[src/rtl/fetch_cycle_if.sv]
// Instruction-memory request/grant bus with in-order read responses.
// The fetch stage is the master; the memory (or bench) is the slave.
interface fetch_cycle_if;
   logic        req;
   logic [31:0] addr;
   logic        gnt;
   logic        rvalid;
   logic [31:0] rdata;

   modport master (output req, addr, input gnt, rvalid, rdata);
   modport slave  (input req, addr, output gnt, rvalid, rdata);
endinterface

[src/rtl/fetch_cycle.sv]
// RV32I fetch stage: PC, credit-limited pipelined imem requests, prefetch queue, IF/ID register.
// Optional FETCH_PERF_EN adds bubble and redirect performance counters.
module fetch_cycle #(
   parameter logic [31:0] RESET_PC = 32'h0000_0000,
   parameter int          QDEPTH   = 2
) (
   input  logic         clk,
   input  logic         rst,
   fetch_cycle_if.master imem,
   input  logic         StallD,
   input  logic         flag,
   input  logic         PCSrcE,
   input  logic [31:0]  PCTargetE,
   output logic [31:0]  InstrD,
   output logic [31:0]  PCD,
   output logic [31:0]  PCPlus4D,
   output logic         ValidD
`ifdef FETCH_PERF_EN
   ,
   output logic [31:0]  perf_bubble_cnt,
   output logic [31:0]  perf_redirect_cnt
`endif
);

   localparam int          PW     = $clog2(QDEPTH);
   localparam int          CW     = PW + 1;
   localparam logic [CW:0] QD_EXT = (CW + 1)'(QDEPTH);
   localparam logic [31:0] NOP    = 32'h0000_0013;

   logic [31:0]   pc_fetch_q, pc_fetch_d;
   logic [31:0]   resp_pc_q, resp_pc_d;
   logic [CW-1:0] outstanding_q, outstanding_d;
   logic [CW-1:0] drop_cnt_q, drop_cnt_d;
   logic [CW-1:0] count_q, count_d;
   logic [PW-1:0] wr_ptr_q, wr_ptr_d;
   logic [PW-1:0] rd_ptr_q, rd_ptr_d;
   logic [31:0]   q_pc_q [QDEPTH];
   logic [31:0]   q_pc_d [QDEPTH];
   logic [31:0]   q_instr_q [QDEPTH];
   logic [31:0]   q_instr_d [QDEPTH];
   logic          issue_en_q;
   logic [31:0]   instr_q, instr_d;
   logic [31:0]   pcd_q, pcd_d;
   logic [31:0]   pc4_q, pc4_d;
   logic          valid_q, valid_d;
   logic          fire, push, pop, load_bubble;

   // issue_en_q keeps imem_req low for the reset cycle itself
   assign imem.req  = issue_en_q && !PCSrcE &&
                      (({1'b0, outstanding_q} + {1'b0, count_q}) < QD_EXT);
   assign imem.addr = pc_fetch_q;
   assign fire      = imem.req && imem.gnt;

   assign InstrD   = instr_q;
   assign PCD      = pcd_q;
   assign PCPlus4D = pc4_q;
   assign ValidD   = valid_q;

   always_comb begin
      pc_fetch_d    = pc_fetch_q;
      resp_pc_d     = resp_pc_q;
      outstanding_d = outstanding_q + CW'(fire) - CW'(imem.rvalid);
      drop_cnt_d    = drop_cnt_q;
      count_d       = count_q;
      wr_ptr_d      = wr_ptr_q;
      rd_ptr_d      = rd_ptr_q;
      q_pc_d        = q_pc_q;
      q_instr_d     = q_instr_q;
      push          = 1'b0;
      pop           = 1'b0;

      // A redirect flushes everything; responses still in flight become drop credits
      if (PCSrcE) begin
         pc_fetch_d = PCTargetE & 32'hFFFF_FFFC;
         resp_pc_d  = PCTargetE & 32'hFFFF_FFFC;
         drop_cnt_d = outstanding_d;
         count_d    = '0;
         wr_ptr_d   = '0;
         rd_ptr_d   = '0;
      end else begin
         if (fire) pc_fetch_d = pc_fetch_q + 32'd4;
         if (imem.rvalid) begin
            if (drop_cnt_q != '0) drop_cnt_d = drop_cnt_q - 1'b1;
            else                  push       = 1'b1;
         end
         pop = !flag && !StallD && (count_q != '0);
         if (push) begin
            q_pc_d[wr_ptr_q]    = resp_pc_q;
            q_instr_d[wr_ptr_q] = imem.rdata;
            wr_ptr_d            = wr_ptr_q + 1'b1;
            resp_pc_d           = resp_pc_q + 32'd4;
         end
         if (pop) rd_ptr_d = rd_ptr_q + 1'b1;
         count_d = count_q + CW'(push) - CW'(pop);
      end
   end

   always_comb begin
      instr_d     = instr_q;
      pcd_d       = pcd_q;
      pc4_d       = pc4_q;
      valid_d     = valid_q;
      load_bubble = 1'b0;
      if (PCSrcE || flag)        load_bubble = 1'b1;
      else if (StallD)           load_bubble = 1'b0;
      else if (count_q != '0) begin
         instr_d = q_instr_q[rd_ptr_q];
         pcd_d   = q_pc_q[rd_ptr_q];
         pc4_d   = q_pc_q[rd_ptr_q] + 32'd4;
         valid_d = 1'b1;
      end else                   load_bubble = 1'b1;
      if (load_bubble) begin
         instr_d = NOP;
         pcd_d   = '0;
         pc4_d   = '0;
         valid_d = 1'b0;
      end
   end

   always_ff @(posedge clk or negedge rst) begin
      if (!rst) begin
         pc_fetch_q    <= RESET_PC;
         resp_pc_q     <= RESET_PC;
         outstanding_q <= '0;
         drop_cnt_q    <= '0;
         count_q       <= '0;
         wr_ptr_q      <= '0;
         rd_ptr_q      <= '0;
         for (int i = 0; i < QDEPTH; i++) begin
            q_pc_q[i]    <= '0;
            q_instr_q[i] <= '0;
         end
         issue_en_q    <= 1'b0;
         instr_q       <= NOP;
         pcd_q         <= '0;
         pc4_q         <= '0;
         valid_q       <= 1'b0;
      end else begin
         pc_fetch_q    <= pc_fetch_d;
         resp_pc_q     <= resp_pc_d;
         outstanding_q <= outstanding_d;
         drop_cnt_q    <= drop_cnt_d;
         count_q       <= count_d;
         wr_ptr_q      <= wr_ptr_d;
         rd_ptr_q      <= rd_ptr_d;
         q_pc_q        <= q_pc_d;
         q_instr_q     <= q_instr_d;
         issue_en_q    <= 1'b1;
         instr_q       <= instr_d;
         pcd_q         <= pcd_d;
         pc4_q         <= pc4_d;
         valid_q       <= valid_d;
      end
   end

   // The issue credit (outstanding + queued <= QDEPTH) must make this unreachable
   a_no_overflow: assert property (@(posedge clk) disable iff (!rst)
      push |-> (count_q < CW'(QDEPTH)));

`ifdef FETCH_PERF_EN
   logic [31:0] bubble_cnt_q, bubble_cnt_d;
   logic [31:0] redirect_cnt_q, redirect_cnt_d;

   always_comb begin
      bubble_cnt_d   = bubble_cnt_q + ((load_bubble && !StallD) ? 32'd1 : 32'd0);
      redirect_cnt_d = redirect_cnt_q + (PCSrcE ? 32'd1 : 32'd0);
   end

   always_ff @(posedge clk or negedge rst) begin
      if (!rst) begin
         bubble_cnt_q   <= '0;
         redirect_cnt_q <= '0;
      end else begin
         bubble_cnt_q   <= bubble_cnt_d;
         redirect_cnt_q <= redirect_cnt_d;
      end
   end

   assign perf_bubble_cnt   = bubble_cnt_q;
   assign perf_redirect_cnt = redirect_cnt_q;
`endif

endmodule

[src/flat_wrapper.sv]
// flat-port wrapper written by rule: the top's interface ports become plain ports
module fetch_cycle_flat 
#(
   parameter logic [31:0] RESET_PC = 32'h0000_0000,
   parameter int          QDEPTH   = 2
)
  (clk, rst, StallD, flag, PCSrcE, PCTargetE, InstrD, PCD, PCPlus4D, ValidD, imem_req, imem_addr, imem_gnt, imem_rvalid, imem_rdata);
  fetch_cycle_if imem_i ();
  input  logic clk;
  input  logic rst;
  input  logic StallD;
  input  logic flag;
  input  logic PCSrcE;
  input  logic [31:0] PCTargetE;
  output logic [31:0] InstrD;
  output logic [31:0] PCD;
  output logic [31:0] PCPlus4D;
  output logic ValidD;
  output wire logic [$bits(imem_i.req)-1:0] imem_req;
  output wire logic [$bits(imem_i.addr)-1:0] imem_addr;
  input wire logic [$bits(imem_i.gnt)-1:0] imem_gnt;
  input wire logic [$bits(imem_i.rvalid)-1:0] imem_rvalid;
  input wire logic [$bits(imem_i.rdata)-1:0] imem_rdata;
  assign imem_req = imem_i.req;
  assign imem_addr = imem_i.addr;
  assign imem_i.gnt = imem_gnt;
  assign imem_i.rvalid = imem_rvalid;
  assign imem_i.rdata = imem_rdata;
  fetch_cycle #(.RESET_PC(RESET_PC), .QDEPTH(QDEPTH)) u_core (.clk(clk), .rst(rst), .imem(imem_i), .StallD(StallD), .flag(flag), .PCSrcE(PCSrcE), .PCTargetE(PCTargetE), .InstrD(InstrD), .PCD(PCD), .PCPlus4D(PCPlus4D), .ValidD(ValidD));
endmodule
[config.mk]
export PLATFORM = sky130hd
export DESIGN_NAME = fetch_cycle_flat
export DESIGN_NICKNAME = d
export VERILOG_FILES = /design/src/rtl/fetch_cycle_if.sv /design/src/rtl/fetch_cycle.sv /design/src/flat_wrapper.sv
export SDC_FILE = /design/constraint.sdc
export NUM_CORES = 1
export LEC_CHECK = 0
export ABC_AREA = 1
export CAP_MARGIN = 20
export CORE_MARGIN = 1
export CORE_UTILIZATION = 55
export CTS_CLUSTER_SIZE = 12
export DETAILED_ROUTE_END_ITERATION = 10
export GPL_ROUTABILITY_DRIVEN = 0
export HOLD_SLACK_MARGIN = 0.12
export PLACE_DENSITY = 0.8
export SLEW_MARGIN = 15
export SYNTH_ARGS = -nofsm -noshare
export SYNTH_HDL_FRONTEND = slang
export SYNTH_SLANG_ARGS = --single-unit
[constraint.sdc]
create_clock -name clk -period 7.43 [get_ports clk]
set_clock_uncertainty 0.15 [all_clocks]
set_input_delay 1.486 -clock clk [delete_from_list [all_inputs] [get_ports clk]]
set_output_delay 1.486 -clock clk [all_outputs]
set_load 0.01 [all_outputs]
# Word-level counts from Yosys, hierarchy flattened
# Index checks and enable logic that the tools add are counted.
# totals
output_inout_bits	130
reg_bits	298
wordCells	101
inputBits	71
# classes
n_reduce_logical	21
n_addsub	11
n_mux	44
eq_ne	2
n_bitwise	3
order_cmp	4
# op_table
operator	n
$mux W32	23
$bwmux W64	2
$add A32 B3 Y32 const B	3
$demux W32 S1	1
$reduce_bool A2 Y1	8
$mux W1	14
$mux W2	4
$logic_and A1 B1 Y1	6
$add A2 B1 Y2	2
$ge A2 B2 Y1 const B	2
$ne A2 B1 Y1 const B	2
$not A1 Y2	2
$reduce_and A2 Y1	2
$sub A2 B1 Y2	2
$add A2 B2 Y3	1
$logic_not A1 Y1	3
$lt A3 B2 Y1 const B	1
$reduce_and A3 Y1	1
$add A1 B1 Y1 const B	2
$lt A2 B1 Y1 const B	1
$sub A2 B1 Y2 const B	1
$logic_or A1 B1 Y1	1
$not A1 Y1	1

# Longest topological paths before layout
# Gate-level depths: netlist (run 1).
# depth
word_depth	9
ltp_mapped	14
depth_no_buf	14

# Worst setup path before layout (run 1)
# Ideal clock, no wire load.
# synth_timing
path_kind	input -> output
start	input PCSrcE
end	output imem_req
slack_ns	3.849
path_stages	4
path_buffers	1
required_time_ns	5.794
arrival_time_ns	1.945
cell_sequence	buf_2 -> nor2_1 -> nand3_1 -> inv_1
# synth_via
elab_chain_cells	3
# synth_lines
element	line	source
start, declared	flat_wrapper.sv:13	input logic PCSrcE;
$logic_not A1 Y1	fetch_cycle.sv:49	assign imem.req = issue_en_q && !PCSrcE &&
$logic_and A1 B1 Y1 (2 in series)	fetch_cycle.sv:49	
end, declared	flat_wrapper.sv:19	output wire logic [$bits(imem_i.req)-1:0] imem_req;
# Every way passes these cells.

# Worst setup path after layout (run 1)
# Ends and elaborated chain as after synthesis.

==> flow_summary_export.csv, run 1 <==
group,metric,value,unit
run_status,status,"completed",
sta,fin_tns_setup,0,ns
drt,drt_iter0_markers,1260,
global_routing,antenna_found_initial,0,
pwr,p_switching,1.69,mW
clock_tree,cts_tree,"done",
sta,hold_viol,0,
flow_run,maxCapViolCount,0,
pwr,intPower,3.36,mW
finish,antennaDiodeCount,0,
synth,syn-instance-count,1765,
sta,setup_viol,0,
drt,wl_per_cell,15.6,µm
synth,postSynthAreaPerCell,7.92,µm²
drt,wl,35.5,mm
floorplanning,dieArea,0.0261,mm²
critical_path,crit_path_end_kind,"primary output",
clock_tree,cts_max_path_buffers,3,
drt,dr.pass1.iters,6,
synth,yosysSeqAreaShare,0.512,
critical_path,path_class,"primary input to primary output",
drt,viasPerCell,5.46,
pwr,p_seq_frac,0.434,
floorplanning,io_pins,201,
critical_path,cp-startpoint,"PCSrcE",
clock_tree,clkLatencyLatePin,0.56,ns
drt,via_count,12413,
clock_tree,htreeDepth,1,
placed_design,dp.cells,2214,
floorplanning,start_util,0.568,
clock_tree,clkSinkCount,286,
pwr,power_density,295,mW/mm²
critical_path,worstPathArrival,2.84,ns
sta,setup_ws,2.96,ns
global_routing,grt_pass1_wl,58.3,mm
pwr,p_leak,7.94,nW
finish,multi_input_area,0.00583,mm²
floorplanning,row_count,57,
placed_design,dp_slack,2.95,ns
clock_tree,cts-resized-gates,0,
clock_tree,postCtsHoldBufs,0,
drt,ant_nets,0,
drt,drcViolationCount,0,
placed_design,numPortBuffers,192,
clock_tree,cts_root_buf,"clkbuf_16",
synth,yosysUniqueCellTypes,39,
global_routing,grtUsageTotal,0.276,
synth,synth_warnings,0,
pwr,p_clk_frac,0.310,
sta,finalCritPeriodShare,0.602,
clock_tree,cts_buffers,31,
sta,period_needed,4.47,ns
finish,stdcell_count,2272,
global_routing,grt_overflow,0,
global_routing,grt_pass1_vias,11758,
floorplanning,core,0.0246,mm²
floorplanning,die_w,161,µm
floorplanning,fp.dieH,161,µm
finish,syn2layout_area_growth,22.3,%
critical_path,r2r-start,"u_core.rd_ptr_q",
finish,n_fill_cell,1918,
placed_design,hpwl,23.7,mm
min_path,hold_start,"u_core.PCD[15]",
sta,tightest_slew,0.978,ns
min_path,hold_path.class,"flip-flop to flip-flop",
sta,drv_slew,0,
clock_tree,clk_pin_slew,0.06,ns
synth,syn_area,0.0140,mm²
critical_path,required,5.79,ns
clock_tree,cts_setup_buffers,0,
sta,max_freq,224,MHz
sta,slew_headroom,0.347,
pwr,pwr-share-comb,0.256,
finish,drive_gt1_frac,0.0498,
pwr,p_sw_frac,0.335,
synth,synth.ff_latch_count,286,
critical_path,crit_fanout,56,
sta,rsz0062_at_grt,"false",
finish,seq_area,0.00716,mm²
critical_path,start_kind,"primary input",
finish,nets,2004,
global_routing,grt_max_degree,169,
pwr,irDropWorstVdd,0.183,mV
cell families (layout without fill, tap and decap cells):
family,count (synthesis),count (layout),synth area share
simple gates,864,864,0.255
other cells,2,7,0.000537
buf+inv,252,430,0.0749
compound gates,305,305,0.116
xor+xnor,18,18,0.0113
flops,286,286,0.512
fa+ha+maj,9,9,0.00859
mux,29,29,0.0208
metrics by stage:
stage / utilization / area [µm²] / power, mW / hold WS, ns
4_1_cts: 0.694 / 17100 / 5.06 / 0.323
2_1_floorplan: - / 14000 / 3.01 / 0.302
6_report: 0.695 / 17100 / 5.05 / 0.322
3_3_place_gp: 0.651 / 16000 / 3.41 / 0.303
5_1_grt: 0.695 / 17100 / 5.36 / 0.340
3_5_place_dp: 0.651 / 16000 / 3.48 / 0.308
cell usage after synthesis (all sizes together):
master  instances  share of area
xnor2           3         0.0019
xor2           15         0.0094
o31ai           3         0.0016
o21ai         236          0.085
dfrtp         283           0.51
a32o            3         0.0021
nand3          93          0.035
a21oi          31          0.011
nand3b          2         0.0011
mux2i          29          0.021
a22oi           3         0.0016
fa              1         0.0014
a31oi           9         0.0040
inv           173          0.046
conb            2        0.00054
clkbuf         36         0.0097
buf            43          0.019
nor2          131          0.040
o211ai         10         0.0054
nand2         591           0.16
nand4          22         0.0098
a22o            3         0.0019
nor3           25         0.0089
o21bai          2         0.0011
dfstp           3         0.0056
a21o            2         0.0011
ha              8         0.0072
o221ai          3         0.0019
power by group through the flow:
stage / clock (mW) / sequential [mW] / combinational [mW]
3_5_place_dp: 0 / 2.20 / 1.27
2_1_floorplan: 0 / 2.16 / 0.851
5_1_grt: 1.65 / 2.23 / 1.47
6_report: 1.56 / 2.19 / 1.29
4_1_cts: 1.59 / 2.18 / 1.29
3_3_place_gp: 0 / 2.18 / 1.23
worst paths after layout:
path	cells after the start	slack [ns]	end
setup / recovery	6	2.96	imem_req
hold / removal	2	0.32	u_core.PCD[15]
setup reg to reg	11	4.03	u_core.PCPlus4D[28]
hold reg to reg	2	0.32	u_core.PCD[15]
max in group asynchronous	2	4.90	u_core.q_pc_q[9]
min in group asynchronous	1	0.83	u_core.q_instr_q[26]
worst max-delay path, cell delays in order:
cell and delay (ns):
buf_2 0.07, buf_4 0.50, nor2_1 0.10, nand3_1 0.13
inv_1 0.07, clkdlybuf4s50_1 0.47
flip-flops by register name, indices dropped and copies added (netlist names), 2 cells and up:
name,count
u_core.PCD,30
u_core.count_q,2
u_core.resp_pc_q,30
u_core.outstanding_q,2
u_core.PCPlus4D,30
u_core.q_instr_q,64
u_core.drop_cnt_q,2
u_core.InstrD,32
u_core.q_pc_q,60
u_core.imem.addr,30
area by class of cell:
class / count / share of cell area
clock buffers: 49 / 0.0540
inverters: 173 / 0.0380
clock inverters: 8 / 0.00717
flip-flops and latches: 286 / 0.419
repair buffers: 200 / 0.117
well taps: 324 / 0.0237
multi-input cells: 1232 / 0.341
per-layer routing:
metal / GRT usage / share of wire / up-vias
met5: 0 / 0 / -
met4: 0.0866 / 0.028 / 0
met3: 0.0354 / 0.074 / 73
met2: 0.442 / 0.46 / 531
met1: 0.391 / 0.44 / 5825
li1: - / - / 5984
cells in the final DEF (no fill, tap or decap), drive strengths merged, types with 10 or more instances in the layout:
cell type and count:
nand2 591, clkbuf 49, nand4 22, buf 10
nand3 93, o211ai 10, nor3 25, clkdlybuf4s50 190
mux2i 29, dfrtp 283, a21oi 31, o21ai 236
inv 175, xor2 15, nor2 131
(Power assumes the default switching activity.)
==> run 2: changes to the inputs <==
CORE_UTILIZATION = 50   (was 55)
PLACE_DENSITY = 0.76   (was 0.8)
clock period = 3.8 ns   (was 7.43 ns; I/O delays follow)
==> run 2 against run 1 <==
Effect of this change:
- global-route usage decreased by 2.5 points
- die area increased by 9.9%
- non-clock buffer count increased by 15
- routed wire length increased by 0.19%
- count of clock-buffer cells in the layout decreased by 1
- sequential power increased by 95%
- clock power increased by 89%
- worst hold slack got worse by 0.0026 ns
- sequential cell count unchanged
- critical path depth increased by 1
- critical endpoint unchanged
- largest cell class unchanged
==> flow_summary_export.csv, run 2 (synthesized netlist as in run 1, its figures left out) <==
group,metric,value,unit
sta,setup_viol,0,
sta,hold_viol,0,
critical_path,path_class,"flip-flop to primary output",
sta,slew_headroom,0.500,
global_routing,antenna_found_initial,0,
critical_path,start_kind,"flip-flop",
floorplanning,dieArea,0.0286,mm²
finish,antennaDiodeCount,0,
global_routing,grt_max_degree,125,
sta,finalCritPeriodShare,0.879,
floorplanning,core,0.0272,mm²
global_routing,grt_pass1_wl,58.3,mm
sta,max_freq,299,MHz
clock_tree,cts_root_buf,"clkbuf_16",
critical_path,crit_fanout,3,
pwr,p_leak,8.00,nW
drt,via_count,12450,
drt,drcViolationCount,0,
finish,final_common_cell,"nand2_1",
placed_design,hpwl,24.6,mm
global_routing,grtUsageTotal,0.251,
finish,drive_gt1_frac,0.0531,
sta,fin_tns_setup,0,ns
floorplanning,fp.dieH,169,µm
drt,viasPerCell,5.34,
critical_path,cp-startpoint,"u_core.count_q[0]",
critical_path,rr_worst_depth,11,
pwr,irDropWorstVdd,0.390,mV
clock_tree,cts_max_path_buffers,3,
finish,mostFrequentLayoutCells,"nand2_1, dfrtp_1, o21ai_0",
sta,period_needed,3.34,ns
clock_tree,htreeDepth,1,
flow_run,maxCapViolCount,0,
global_routing,grt_pass1_vias,11681,
floorplanning,io_pins,201,
critical_path,worstPathArrival,2.43,ns
floorplanning,start_util,0.515,
clock_tree,cts_tree,"done",
clock_tree,cts_buffers,30,
finish,syn2layout_area_growth,23.3,%
critical_path,r2r-start,"u_core.rd_ptr_q",
sta,tightest_slew,0.747,ns
run_status,status,"completed",
clock_tree,clkSinkCount,286,
clock_tree,clkLatencyLatePin,0.56,ns
pwr,power_density,567,mW/mm²
finish,top_register,"u_core.q_instr_q",
drt,wl_per_cell,15.3,µm
drt,ant_nets,0,
floorplanning,row_count,60,
drt,wl,35.6,mm
clock_tree,clk_pin_slew,0.06,ns
drt,dr.pass1.iters,5,
finish,largest_reg_flops,64,
finish,n_fill_cell,2344,
critical_path,reg2reg_to,"u_core.PCPlus4D[28]",
placed_design,numPortBuffers,192,
drt,drt_iter0_markers,1288,
critical_path,crit_path_end_kind,"primary output",
critical_path,rrSetupSlack,1.16,ns
finish,fin_util,0.634,
floorplanning,die_w,169,µm
sta,rsz0062_at_grt,"false",
critical_path,required,2.89,ns
min_path,hold_path.class,"flip-flop to flip-flop",
global_routing,grt_overflow,0,
finish,nets,2018,
sta,drv_slew,0,
critical_path,endpoint,"imem_req",
==> run 2: worst min path at each step <==
stage                                     from                   end  slack (ns)  cells past startpoint
after floorplan           u_core.q_instr_q[34]  u_core.q_instr_q[34]        0.30                      2
after detailed placement         u_core.ValidD         u_core.ValidD        0.31                      2
final                            u_core.ValidD         u_core.ValidD        0.32                      2
after CTS                        u_core.ValidD         u_core.ValidD        0.32                      2
after global placement           u_core.ValidD         u_core.ValidD        0.30                      2
after global routing       u_core.PCPlus4D[11]   u_core.PCPlus4D[11]        0.35                      2
==> run 2: metal layers <==
metal	global-route usage	wire length [µm]	vias up
met3	0.0278	2450	48
met1	0.367	16100	5879
li1	-	-	6016
met2	0.396	16200	507
met4	0.0736	794	0
met5	0	0	-
==> run 2: where the power goes <==
group / switching [mW] / total [mW] / internal (mW)
combinational: 1.60 / 2.56 / 0.955
clock: 1.17 / 2.95 / 1.77
sequential: 0.492 / 4.27 / 3.78
==> run 2: cell type report <==
cell class / count / area (µm²) / share of cell area
clock buffer: 48 / 880 / 0.0510
inverter: 173 / 649 / 0.0377
timing repair buffer: 215 / 2160 / 0.125
multi-input combinational: 1232 / 5820 / 0.338
clock inverter: 5 / 104 / 0.00602
sequential: 286 / 7160 / 0.415
tap: 372 / 465 / 0.0270
==> run 2: stage by stage <==
step / instances / power (mW) / cell area, µm² / worst slack [ns] / hold WS [ns]
2_1_floorplan: 1770 / 5.89 / 14000 / 1.44 / 0.302
3_3_place_gp: 2275 / 6.69 / 16200 / 0.874 / 0.304
3_5_place_dp: 2275 / 6.82 / 16200 / 0.771 / 0.308
4_1_cts: 2329 / 9.79 / 17200 / 0.453 / 0.323
5_1_grt: 2331 / 10.4 / 17200 / 0.317 / 0.349
6_report: 2331 / 9.78 / 17200 / 0.460 / 0.319
==> run 2: what timing repair did <==
action                                 in CTS  in global routing
hold buffers                                1                  0
endpoints found under the hold margin      70                  0
setup buffers                               0                  0
resized for setup                           0                  0
==> run 2: worst max-delay path, cell delays in order, from the launching register on <==
cell,delay [ns]
dfrtp_1,0.40
nand2_1,0.07
inv_1,0.05
fa_1,0.46
nor2_1,0.09
nand3_1,0.13
inv_1,0.13
clkdlybuf4s50_1,0.54
==> run 3: changes to the inputs <==
CTS_CLUSTER_SIZE = 25   (was 12)
PLACE_DENSITY = 0.77   (was 0.76)
==> run 3 against run 2 <==
Effect of this change:
- global-route usage is 0.48 points higher
- design area increased by 0.83%
- final cell count is essentially flat
- critical path type unchanged
- sequential share of layout area fell by 0.34 points
- setup slack improved by 0.045 ns
- worst hold slack gained 0.0038 ns
- first-iteration DRC count grew 2.8%
==> flow_summary_export.csv, run 3 (synthesized netlist as in run 1, its figures left out) <==
group,metric,value,unit
run_status,status,"completed",
critical_path,worstPathArrival,2.38,ns
critical_path,cpMaxStageDelayCell,"clkdlybuf4s50_1",
critical_path,start_kind,"flip-flop",
global_routing,grtUsageTotal,0.256,
min_path,hold_path.class,"flip-flop to flip-flop",
critical_path,crit_path_frequent_cell,"inv_1",
global_routing,grt_pass1_vias,11961,
drt,wl_per_cell,15.5,µm
finish,syn2layout_area_growth,24.3,%
sta,tightest_slew,0.940,ns
finish,final_common_cell,"nand2_1",
finish,antennaDiodeCount,0,
placed_design,numPortBuffers,192,
drt,wl,36.2,mm
drt,via_count,12484,
critical_path,cpPeakStageDelay,0.55,ns
floorplanning,core,0.0272,mm²
clock_tree,clk_pin_slew,0.06,ns
clock_tree,cts_buffers,30,
sta,drv_slew,0,
finish,stdcell_count,2333,
finish,largest_reg_flops,64,
placed_design,dp_slack,0.855,ns
critical_path,path_class,"flip-flop to primary output",
floorplanning,io_pins,201,
drt,ant_nets,0,
sta,setup_viol,0,
sta,setup_ws,0.506,ns
global_routing,grt_overflow,0,
floorplanning,row_count,60,
global_routing,grt_max_degree,125,
sta,rsz0062_at_grt,"false",
drt,drt_iter0_markers,1324,
critical_path,crit_fanout,3,
clock_tree,clkLatencyLatePin,0.55,ns
critical_path,crit_family,"buffers and inverters",
finish,fin_util,0.640,
pwr,p_leak,8.07,nW
drt,dr.pass1.iters,6,
critical_path,crit_buf_inv,3,
global_routing,antenna_found_initial,0,
floorplanning,dieArea,0.0286,mm²
sta,fin_tns_setup,0,ns
finish,drive_gt1_frac,0.0586,
floorplanning,start_util,0.515,
sta,slew_headroom,0.373,
pwr,irDropWorstVdd,0.434,mV
sta,finalCritPeriodShare,0.867,
clock_tree,cts-resized-gates,0,
clock_tree,cts_tree,"done",
clock_tree,cts_max_path_buffers,3,
clock_tree,cts_root_buf,"clkbuf_16",
finish,n_fill_cell,2322,
finish,mostFrequentLayoutCells,"nand2_1, dfrtp_1, o21ai_0",
drt,viasPerCell,5.35,
drt,drcViolationCount,0,
placed_design,dp.cells,2274,
flow_run,maxCapViolCount,0,
critical_path,crit_path_end_kind,"primary output",
critical_path,required,2.89,ns
sta,hold_viol,0,
finish,stdcell_area,0.0174,mm²
critical_path,crit_chain,"nand2_1 -> inv_1 -> fa_1 -> nor2_1 -> nand3_1 -> inv_1 -> clkdlybuf4s50_1",
floorplanning,fp.dieH,169,µm
finish,top_register,"u_core.q_instr_q",
clock_tree,htreeDepth,1,
pwr,power_density,582,mW/mm²
global_routing,grt_pass1_wl,59.3,mm
sta,period_needed,3.29,ns
clock_tree,clkSinkCount,286,
finish,nets,2017,
sta,max_freq,304,MHz
placed_design,placed_cell_area,0.0162,mm²
placed_design,hpwl,24.5,mm
floorplanning,die_w,169,µm
[run 3: layout make-up]
class | count | area, µm² | area share
inverter | 173 | 649 | 0.0374
clock buffer | 45 | 928 | 0.0534
timing repair buffer | 214 | 2150 | 0.124
tap | 372 | 465 | 0.0268
clock inverter | 11 | 208 | 0.0119
multi-input combinational | 1232 | 5820 | 0.335
sequential | 286 | 7160 | 0.412
[run 3: tightest hold or removal path: stages (launching register included)]
cell	delay [ns]
dfrtp_1	0.34
nand2_1	0.05
nand2_1	0.05
[run 3: worst paths after layout]
kind	depth (start not counted)	slack, ns	startpoint	end
min in group asynchronous	2	0.63	rst	u_core.InstrD[27]
setup reg to reg	11	1.15	u_core.rd_ptr_q	u_core.PCPlus4D[28]
setup / recovery	7	0.51	u_core.count_q[0]	imem_req
hold / removal	2	0.32	u_core.ValidD	u_core.ValidD
hold reg to reg	2	0.32	u_core.ValidD	u_core.ValidD
max in group asynchronous	3	1.90	rst	u_core.resp_pc_q[16]
[run 3: repair_timing]
action / CTS / global route
buffers inserted: 0 / 0
endpoints found under the hold margin: 0 / 1
hold buffers: 0 / 1
[run 3: power breakdown]
group | total [mW] | switching, mW | internal [mW]
clock | 3.28 | 1.20 | 2.08
combinational | 2.57 | 1.62 | 0.951
sequential | 4.27 | 0.491 | 3.78
total | 10.1 | 3.30 | 6.81
[run 3: layer usage]
| metal | vias to the layer above | track usage | wire length (µm) |
|---|---|---|---|
| li1 | 6017 | - | - |
| met1 | 5853 | 0.363 | 16200 |
| met2 | 553 | 0.410 | 16500 |
| met3 | 61 | 0.0319 | 2520 |
| met4 | 0 | 0.0823 | 931 |
| met5 | - | 0 | 0 |
[run 3: metrics by stage]
stage	power, mW	hold slack (ns)
6_report	10.1	0.323
5_1_grt	10.7	0.343
4_1_cts	10.1	0.129
3_5_place_dp	6.83	0.310
3_3_place_gp	6.69	0.304
2_1_floorplan	5.89	0.302
